**src/rtl/depth_stream_packer_fp16_pkg.sv**
```systemverilog
// rtl/depth_stream_packer_fp16_pkg.sv - shared types for the depth stream packer
//
// Purpose: beat record carried through the packer FIFO and the packer FSM state encoding.
// Ports:   none (package).

package dfdd_pkg;

  localparam int FP16_WIDTH = 16;

  // One buffered pixel: frame/line markers travel with the data so the output side needs no position tracking.
  typedef struct packed {
    logic                  sof;
    logic                  eol;
    logic [FP16_WIDTH-1:0] c;
    logic [FP16_WIDTH-1:0] z;
  } depth_beat_t;

  typedef enum logic [1:0] {
    WAIT_SOF,
    PASS,
    DISCARD
  } pack_state_t;

endpackage

```
**src/rtl/depth_stream_packer_fp16_fifo.sv**
```systemverilog
// rtl/depth_stream_packer_fp16_fifo.sv - synchronous FIFO with registered first-word-fall-through head
//
// Purpose: buffers beats between the valid-only pixel input and the backpressured output.
// Ports:
//   clk_i       clock
//   rst_i       asynchronous reset, active-low
//   wr_en_i     write request (ignored while full)
//   wr_data_i   beat to write
//   full_o      level == DEPTH at the start of the cycle
//   rd_valid_o  registered head valid
//   rd_data_o   registered head data, zero when empty
//   rd_ready_i  consumer accepts the head this cycle
//   level_o     occupancy, including the entry shown on the head

module sync_fifo_fwft
  import dfdd_pkg::*;
#(
  parameter type T     = depth_beat_t,
  parameter int  DEPTH = 64
) (
  input  logic                   clk_i,
  input  logic                   rst_i,
  input  logic                   wr_en_i,
  input  T                       wr_data_i,
  output logic                   full_o,
  output logic                   rd_valid_o,
  output T                       rd_data_o,
  input  logic                   rd_ready_i,
  output logic [$clog2(DEPTH):0] level_o
);

  localparam int AW = $clog2(DEPTH);
  localparam int LW = AW + 1;

  T              mem_q [DEPTH];
  logic [AW-1:0] wr_ptr_q, wr_ptr_d;
  logic [AW-1:0] rd_ptr_q, rd_ptr_d;
  logic [LW-1:0] level_q, level_d;
  logic          head_valid_q, head_valid_d;
  T              head_q, head_d;
  logic          wr;
  logic          pop;

  always_comb begin
    // Full is judged on the registered level, so a same-cycle pop never makes room for a write.
    full_o       = (level_q == LW'(DEPTH));
    wr           = wr_en_i && !full_o;
    pop          = head_valid_q && rd_ready_i;
    wr_ptr_d     = wr  ? wr_ptr_q + AW'(1) : wr_ptr_q;
    rd_ptr_d     = pop ? rd_ptr_q + AW'(1) : rd_ptr_q;
    level_d      = level_q + LW'(wr) - LW'(pop);
    head_valid_d = (level_d != '0);
    head_d       = '0;
    // The head register preloads the entry at the next read pointer. When that slot is being written this
    // cycle the storage does not hold it yet, so take it from the write port; it still appears one cycle later.
    if (head_valid_d) begin
      head_d = (wr && (wr_ptr_q == rd_ptr_d)) ? wr_data_i : mem_q[rd_ptr_d];
    end
  end

  always_ff @(posedge clk_i) begin
    if (wr) begin
      mem_q[wr_ptr_q] <= wr_data_i;
    end
  end

  always_ff @(posedge clk_i or negedge rst_i) begin
    if (!rst_i) begin
      wr_ptr_q     <= '0;
      rd_ptr_q     <= '0;
      level_q      <= '0;
      head_valid_q <= 1'b0;
      head_q       <= '0;
    end else begin
      wr_ptr_q     <= wr_ptr_d;
      rd_ptr_q     <= rd_ptr_d;
      level_q      <= level_d;
      head_valid_q <= head_valid_d;
      head_q       <= head_d;
    end
  end

  assign rd_valid_o = head_valid_q;
  assign rd_data_o  = head_q;
  assign level_o    = level_q;

endmodule

```
**src/rtl/depth_stream_packer_fp16.sv**
```systemverilog
// rtl/depth_stream_packer_fp16.sv - packs the z/c pixel stream into a framed, backpressured 32-bit stream
//
// Purpose: accepts a never-stalled pixel stream, buffers it and emits {c,z} beats with tuser = start of frame
//          and tlast = end of line. On overflow the rest of the frame is discarded and the output resyncs on
//          the next start of frame, so no torn frame leaves this block.
// Ports:
//   clk_i, rst_i                         clock, asynchronous active-low reset
//   z_i, c_i, col_i, row_i, valid_i      input pixel (no ready)
//   m_tdata_o, m_tvalid_o, m_tready_i    output stream, tdata = {c,z}
//   m_tlast_o, m_tuser_o                 end of line, start of frame
//   clear_i                              synchronous clear of counters and overflow_o
//   fifo_level_o                         FIFO occupancy
//   drop_count_o                         dropped pixels, saturating
//   frame_count_o                        start-of-frame pixels written, wrapping
//   overflow_o                           sticky drop indicator

module depth_stream_packer_fp16
  import dfdd_pkg::*;
#(
  parameter int EXP_WIDTH    = 5,
  parameter int FRAC_WIDTH   = 10,
  parameter int IMAGE_WIDTH  = 640,
  parameter int IMAGE_HEIGHT = 480,
  parameter int FIFO_DEPTH   = 64
) (
  input  logic                        clk_i,
  input  logic                        rst_i,
  input  logic [15:0]                 z_i,
  input  logic [15:0]                 c_i,
  input  logic [15:0]                 col_i,
  input  logic [15:0]                 row_i,
  input  logic                        valid_i,
  output logic [31:0]                 m_tdata_o,
  output logic                        m_tvalid_o,
  input  logic                        m_tready_i,
  output logic                        m_tlast_o,
  output logic                        m_tuser_o,
  input  logic                        clear_i,
  output logic [$clog2(FIFO_DEPTH):0] fifo_level_o,
  output logic [15:0]                 drop_count_o,
  output logic [15:0]                 frame_count_o,
  output logic                        overflow_o
);

  localparam int FP_WIDTH_REG = 1 + EXP_WIDTH + FRAC_WIDTH;

  // Reject configurations the datapath cannot represent.
  if (FP_WIDTH_REG != FP16_WIDTH || IMAGE_WIDTH < 1 || IMAGE_HEIGHT < 1 || FIFO_DEPTH < 4 ||
      (FIFO_DEPTH & (FIFO_DEPTH - 1)) != 0) begin : g_param_check
    $error("depth_stream_packer_fp16: unsupported parameter set");
  end

  pack_state_t state_q, state_d;
  logic [15:0] drop_count_q, drop_count_d;
  logic [15:0] frame_count_q, frame_count_d;
  logic        overflow_q, overflow_d;
  logic        sof;
  logic        eol;
  logic        full;
  logic        wr_en;
  logic        drop;
  depth_beat_t wr_beat;
  depth_beat_t head;
  logic        head_valid;

  assign sof     = valid_i && (col_i == 16'd0) && (row_i == 16'd0);
  assign eol     = (col_i == 16'(IMAGE_WIDTH - 1));
  assign wr_beat = '{sof: sof, eol: eol, c: c_i, z: z_i};

  always_comb begin
    state_d = state_q;
    wr_en   = 1'b0;
    drop    = 1'b0;
    if (valid_i) begin
      case (state_q)
        PASS: begin
          if (!full) begin
            wr_en = 1'b1;
          end else begin
            drop    = 1'b1;
            state_d = DISCARD;
          end
        end
        WAIT_SOF, DISCARD: begin
          if (sof) begin
            if (!full) begin
              wr_en   = 1'b1;
              state_d = PASS;
            end else begin
              drop    = 1'b1;
              state_d = DISCARD;
            end
          end else if (state_q == DISCARD) begin
            // Pixels before the first SOF are not part of any frame and go uncounted.
            drop = 1'b1;
          end
        end
        default: state_d = WAIT_SOF;
      endcase
    end
  end

  always_comb begin
    drop_count_d  = drop_count_q;
    frame_count_d = frame_count_q;
    overflow_d    = overflow_q;
    if (clear_i) begin
      drop_count_d  = '0;
      frame_count_d = '0;
      overflow_d    = 1'b0;
    end else begin
      if (drop && (drop_count_q != 16'hFFFF)) begin
        drop_count_d = drop_count_q + 16'd1;
      end
      // Sticky: stays set whenever drop_count_o has moved since the last clear.
      if (drop) begin
        overflow_d = 1'b1;
      end
      if (wr_en && sof) begin
        frame_count_d = frame_count_q + 16'd1;
      end
    end
  end

  always_ff @(posedge clk_i or negedge rst_i) begin
    if (!rst_i) begin
      state_q       <= WAIT_SOF;
      drop_count_q  <= '0;
      frame_count_q <= '0;
      overflow_q    <= 1'b0;
    end else begin
      state_q       <= state_d;
      drop_count_q  <= drop_count_d;
      frame_count_q <= frame_count_d;
      overflow_q    <= overflow_d;
    end
  end

  sync_fifo_fwft #(
    .T     (depth_beat_t),
    .DEPTH (FIFO_DEPTH)
  ) u_fifo (
    .clk_i      (clk_i),
    .rst_i      (rst_i),
    .wr_en_i    (wr_en),
    .wr_data_i  (wr_beat),
    .full_o     (full),
    .rd_valid_o (head_valid),
    .rd_data_o  (head),
    .rd_ready_i (m_tready_i),
    .level_o    (fifo_level_o)
  );

  assign m_tdata_o     = {head.c, head.z};
  assign m_tvalid_o    = head_valid;
  assign m_tlast_o     = head.eol;
  assign m_tuser_o     = head.sof;
  assign drop_count_o  = drop_count_q;
  assign frame_count_o = frame_count_q;
  assign overflow_o    = overflow_q;

endmodule
```
**config.mk**
```make
export PLATFORM = sky130hd
export DESIGN_NAME = depth_stream_packer_fp16
export DESIGN_NICKNAME = d
export VERILOG_FILES = /design/src/rtl/depth_stream_packer_fp16_pkg.sv /design/src/rtl/depth_stream_packer_fp16_fifo.sv /design/src/rtl/depth_stream_packer_fp16.sv
export SDC_FILE = /design/constraint.sdc
export NUM_CORES = 2
export LEC_CHECK = 0
export CAP_MARGIN = 20
export CORE_MARGIN = 2
export CORE_UTILIZATION = 26
export CTS_CLUSTER_DIAMETER = 120
export CTS_CLUSTER_SIZE = 30
export DETAILED_ROUTE_END_ITERATION = 8
export MAX_ROUTING_LAYER = met4
export SYNTH_ARGS = -nofsm -noshare
export SYNTH_HDL_FRONTEND = slang
export SYNTH_SLANG_ARGS = --single-unit
```
**constraint.sdc**
```tcl
create_clock -name clk_i -period 8.8 [get_ports clk_i]
set_input_delay 1.32 -clock clk_i [delete_from_list [all_inputs] [get_ports clk_i]]
set_output_delay 1.32 -clock clk_i [all_outputs]
set_load 0.1 [all_outputs]
```
Word level (Yosys, flattened, before mapping)
Memory sizes are Yosys's and may differ from the RTL's.
Cells that the tools add are included.
- bits in registers: 89
- bits in writable memories: 2176
- input bits: 69
- output and inout bits: 75
- logic and storage cells: 68
- memories: 1
- memories (memory ; words ; width ; rd ports ; clocked after memory_dff ; wr ports ; line ; text):
    u_fifo.mem_q ; 64 ; 34 ; 1 ; 0 ; 1 ; depth_stream_packer_fp16_fifo.sv:35 ; T mem_q [DEPTH];
- add/sub/neg operators: 6
- equality and inequality tests: 8
- mux-type cells: 24
- reductions and logical operators: 17
- operators with widths (kind ; number):
    two-way mux 34 bit ; 2
    two-way mux 16 bit ; 4
    adder 16 x 1 -> 16 bit, second input constant ; 2
    logical NOT 16 bit ; 2
    equality test 16 x 10 -> 1 bit, second input constant ; 1
    inequality test 16 bit, second input constant ; 1
    adder 6 x 1 -> 6 bit, second input constant ; 2
    two-way mux 1 bit ; 11
    adder 7 x 1 -> 7 bit ; 1
    equality test 7 bit, second input constant ; 1
    logical AND 1 bit ; 7
    nonzero test 7 bit ; 1
    subtractor 7 x 1 -> 7 bit ; 1
    equality test 6 bit ; 1
    two-way mux 2 bit ; 3
    two-way mux 6 bit ; 1
    nonzero test 2 bit ; 3
    inequality test 2 bit, second input constant ; 2
    case mux 1 bit (2 select lines) ; 2
    case mux 2 bit (2 select lines) ; 1
    AND reduction 3 bit ; 1
    equality test 2 x 1 -> 1 bit, second input constant ; 1
    equality test 2 bit, second input constant ; 1
    logical NOT 2 bit ; 1
    other kinds (2) ; 2

Logic depth before layout (Yosys ltp)
- depth in word-level cells: 11
- gate-level depth with buffers: 19
- mapped depth without buffers: 18

By module
From an unflattened synthesis, not the netlist that was laid out.
- cell total of the unflattened synthesis: 6117
- area total of the unflattened synthesis: 98398.1 um^2
- modules (own cells, without submodules) (module ; times used ; cells an instance ; area an instance (um^2) ; seq. area each (um^2)):
    sync_fifo_fwft ; 1 ; 5900 ; 96391.2 ; 66694.0
    depth_stream_packer_fp16 ; 1 ; 217 ; 2006.9 ; 875.8

Worst setup path after synthesis
Ideal clock, no wire load.
- path type: input-to-reg
- start: input port row_i[5]
- end: memory u_fifo.mem_q[0][33] in the netlist's numbering, data pin
- library setup time: 0.690 ns
- data arrival time: 4.351 ns
- required time: 8.110 ns
- slack: 3.760 ns
- stages on the path: 3
- buffers on the path: 0
- path through: nor4_1 > nand3_1 > nor3_1
- word-level cells in the longest chain between the ends: 2
- RTL lines (item ; line ; text):
    start, declared ; depth_stream_packer_fp16.sv:31 ; input logic [15:0] row_i,
    logical NOT 16 bit ; depth_stream_packer_fp16.sv:66 ; assign sof = valid_i && (col_i == 16'd0) && (row_i == 16'd0);
    logical AND 1 bit ; depth_stream_packer_fp16.sv:66 ;
    net sof ; depth_stream_packer_fp16.sv:57 ; logic sof;
    end, declared ; depth_stream_packer_fp16_fifo.sv:35 ;
The timed path passes the listed nets, and every way through them passes these cells.

==> metrics <==
initial antenna violation count=21; RePlAce Congestion=0.877; clock tree sinks=2265; Final Critical Period=6.24 ns; CP delay by family, top=buffers and inverters; Pins Over Slew Limit=0; Arrival @ worst endpoint=6.85 ns; die width=590 µm; die area=348000 µm²; num ports=144; post-synth top area share=73.2%; Setup TNS=0 ns; EDFF count, synth=2176; Worst Tran Pin Value=1.15 ns; DRT iter0 DRCs=7883; hpwl dp=156000 µm; final setup fails=0; first-pass GRT wire length=383000 µm; clk_lat worst skew=0.80 ns; critical path class=primary input to flip-flop; Leak Pwr=30.9 nW; maxcap violations=0; Worst-path clk slew=0.12 ns; DR vias=53300; core area=342000 µm²; Final Hold Slack=0.467 ns; post-CTS repair timing setup buffer count=0; crit-path cells=clkdlybuf4s50_1, nand2_1, buf_4, inv_2, ha_1, inv_1, ha_1, fa_1, a211o_1, a31oi_1, o21bai_1, xnor2_1, nor4_2, buf_4, clkinv_1, buf_4, o21ai_0, a21oi_1; Non-Filler Instances=10400; largest net degree at the start of global routing=146; area leader, netlist=edfxtp_1; Yosys reg bits=2265; Cell Pwr Density=287 nW/µm²; count of cell types in the netlist=84; Netlist Area Pre-Place=89200 µm²; R2R Path End=u_fifo.rd_data_o[7]; Root Buffer=clkbuf_16; Async SR Flop Fraction=3.93%; WP data required=9.42 ns; GR Util All Layers=15.6%; crit-path max cell delay=0.96 ns; vias in the first global route=50600; final worst slack=2.56 ns; routed len/inst=26.1 µm; crit end category=flip-flop; Buffers & Inverters on Critical Path=7; initial core utilization=26.1%; cell mode on critical path=buf_4; final routed DRC violation total=0; Pre-antenna DRT Iters=6; cts repair resizes=0; CTS tree=yes; total wire length=273000 µm; P&R area growth vs syn=11.4%; cts bufs inserted=86; crit-path max FO=22; Mapped Cells=5749; final hold viol count=0; Slew headroom=23.2%; Detail Route Antenna Nets=0; Reg2Reg Depth=17; sequential area share after synthesis=75.7%; # placed instances=10300; vias per cell=5.10; fin area=99400 µm²; Reg2Reg Launch Point=u_fifo.rd_valid_o; Cell Rows=215; Post-synth top flop=edfxtp_1; hold bufs inserted after CTS=0; RSZ-0062 raised after global routing=no; Synth area leaders=edfxtp_1 (73%), nand2_1 (5.0%), mux4_2 (3.9%), mux2i_1 (3.0%), dfrtp_1 (2.5%); period utilization=70.9%; port buffer count=143; pre-CTS worst setup slack=1.91 ns; grt ovf=0; Clock Path Buffers=3; Die Ht=590 µm; Slowest-stage cell, CP=clkdlybuf4s50_1; DP Area=96800 µm²; layout cells sized above 1=9.94%; kind of start point of the critical path=primary input; fmax=160 MHz; Final #Nets=5895; Ys Warns=0; Peak VDD IR=0.302 mV; H-tree Lvls=3; syn avg cell area=15.5 µm²; reg-to-reg slack, setup=3.22 ns; status=complete, no violations; Post-Syn Nets=5832; HP Class=primary input to asynchronous set/reset pin; Fin Clk Skew=0.0393 ns; fillers=33800
[layer usage]
| layer | vias to the layer above | track usage [%] | part of all wire [%] |
|---|---|---|---|
| li1 | 22200 | - | - |
| met1 | 27700 | 20.9 | 41 |
| met2 | 2924 | 24.2 | 46 |
| met3 | 419 | 2.42 | 9.3 |
| met4 | 0 | 5.06 | 3.7 |
| met5 | - | - | 0 |
[worst register-to-register path, delay by kind of cell (launching register included)]
family                     cells  cell delay, ns
DFF                            1            0.86
and+or+nand+nor                2            0.62
adders and majority gates      3            0.86
buffers and inverters          6            2.12
AOI/OAI and AO/OA              5            0.82
xor gates and xnor gates       1            0.15
[synth_stat cells, types with 21 or more instances]
| master | count |
|---|---|
| a32oi_1 | 167 |
| a221oi_1 | 24 |
| buf_2 | 123 |
| edfxtp_1 | 2176 |
| nor3_1 | 32 |
| nand4_1 | 126 |
| and3_1 | 22 |
| a31oi_1 | 61 |
| o21ai_0 | 89 |
| dfrtp_1 | 89 |
| a21oi_1 | 98 |
| o22ai_1 | 29 |
| buf_1 | 58 |
| a211oi_1 | 27 |
| nand3_1 | 435 |
| xnor2_1 | 21 |
| nand2_1 | 1183 |
| mux2i_1 | 263 |
| nor2_1 | 145 |
| clkbuf_1 | 136 |
| mux4_2 | 155 |
[registers in the layout, indices dropped and copies added, names as in the netlist, 2 cells and up]
name              cells
drop_count_o         16
frame_count_o        16
state_q               2
u_fifo.level_o        7
u_fifo.mem_q       2176
u_fifo.rd_data_o     34
u_fifo.rd_ptr_q       6
u_fifo.wr_ptr_q       6
[stage by stage]
| stage | total power [mW] | util (%) |
|---|---|---|
| global route | 29.6 | 29.1 |
| detailed placement | 23.5 | 28.3 |
| CTS | 28.6 | 29.0 |
| floorplan | 19.2 | - |
| finish | 28.6 | 29.1 |
| global placement | 23.4 | 28.3 |
[final cells by class]
| class | instances | area, µm² | area share (%) |
|---|---|---|---|
| Antenna cell | 8 | 20.0 | 0.0201 |
| Clock inverter | 7 | 141 | 0.142 |
| Tap cell | 4557 | 5700 | 5.73 |
| Inverter | 26 | 136 | 0.137 |
| Timing Repair Buffer | 323 | 2790 | 2.81 |
| Multi-Input combinational cell | 3110 | 20600 | 20.7 |
| Sequential cell | 2265 | 67600 | 68.0 |
| Clock buffer | 153 | 2450 | 2.46 |
[worst max-delay path by stage]
stage	to	startpoint	slack, ns	cells past startpoint
2_1_floorplan	u_fifo.mem_q[0][33]	row_i[5]	3.76	3
3_3_place_gp	u_fifo.rd_data_o[18]	m_tready_i	1.98	18
3_5_place_dp	u_fifo.rd_data_o[18]	m_tready_i	1.91	18
4_1_cts	u_fifo.rd_data_o[28]	m_tready_i	2.71	18
5_1_grt	u_fifo.rd_data_o[28]	m_tready_i	2.49	18
6_report	u_fifo.rd_data_o[7]	m_tready_i	2.56	18
[where the power goes]
part	leakage, nW	internal, mW	switching, mW	total [mW]
Clock	1.22	1.96	3.27	5.22
Sequential	20.8	11.9	0.311	12.2
Combinational	8.91	3.20	7.91	11.1
[cell usage in the layout, fill, tap and decap left out, drive strengths merged, types with 22 or more instances in the layout]
cell type and count:
edfxtp 2176, nand2 1183, nand3 435, mux2i 263, buf 217, a32oi 167
mux4 155, clkbuf 153, nor2 147, nand4 128, clkdlybuf4s50 106, a21oi 100
o21ai 93, dfrtp 89, a31oi 61, nor3 36, o22ai 29, a211oi 27
inv 26, a221oi 24, and3 22, xnor2 22
[cells by family after synthesis]
family | share of synthesized area (%)
adder cells (fa/ha/maj) | 0.205
flip-flops | 75.7
XOR/XNOR | 0.387
multiplexers | 6.87
buffers and inverters | 1.95
AND/OR/NAND/NOR | 9.94
AO/OA/AOI/OAI | 4.93
Power figures use the tool's default switching activity.
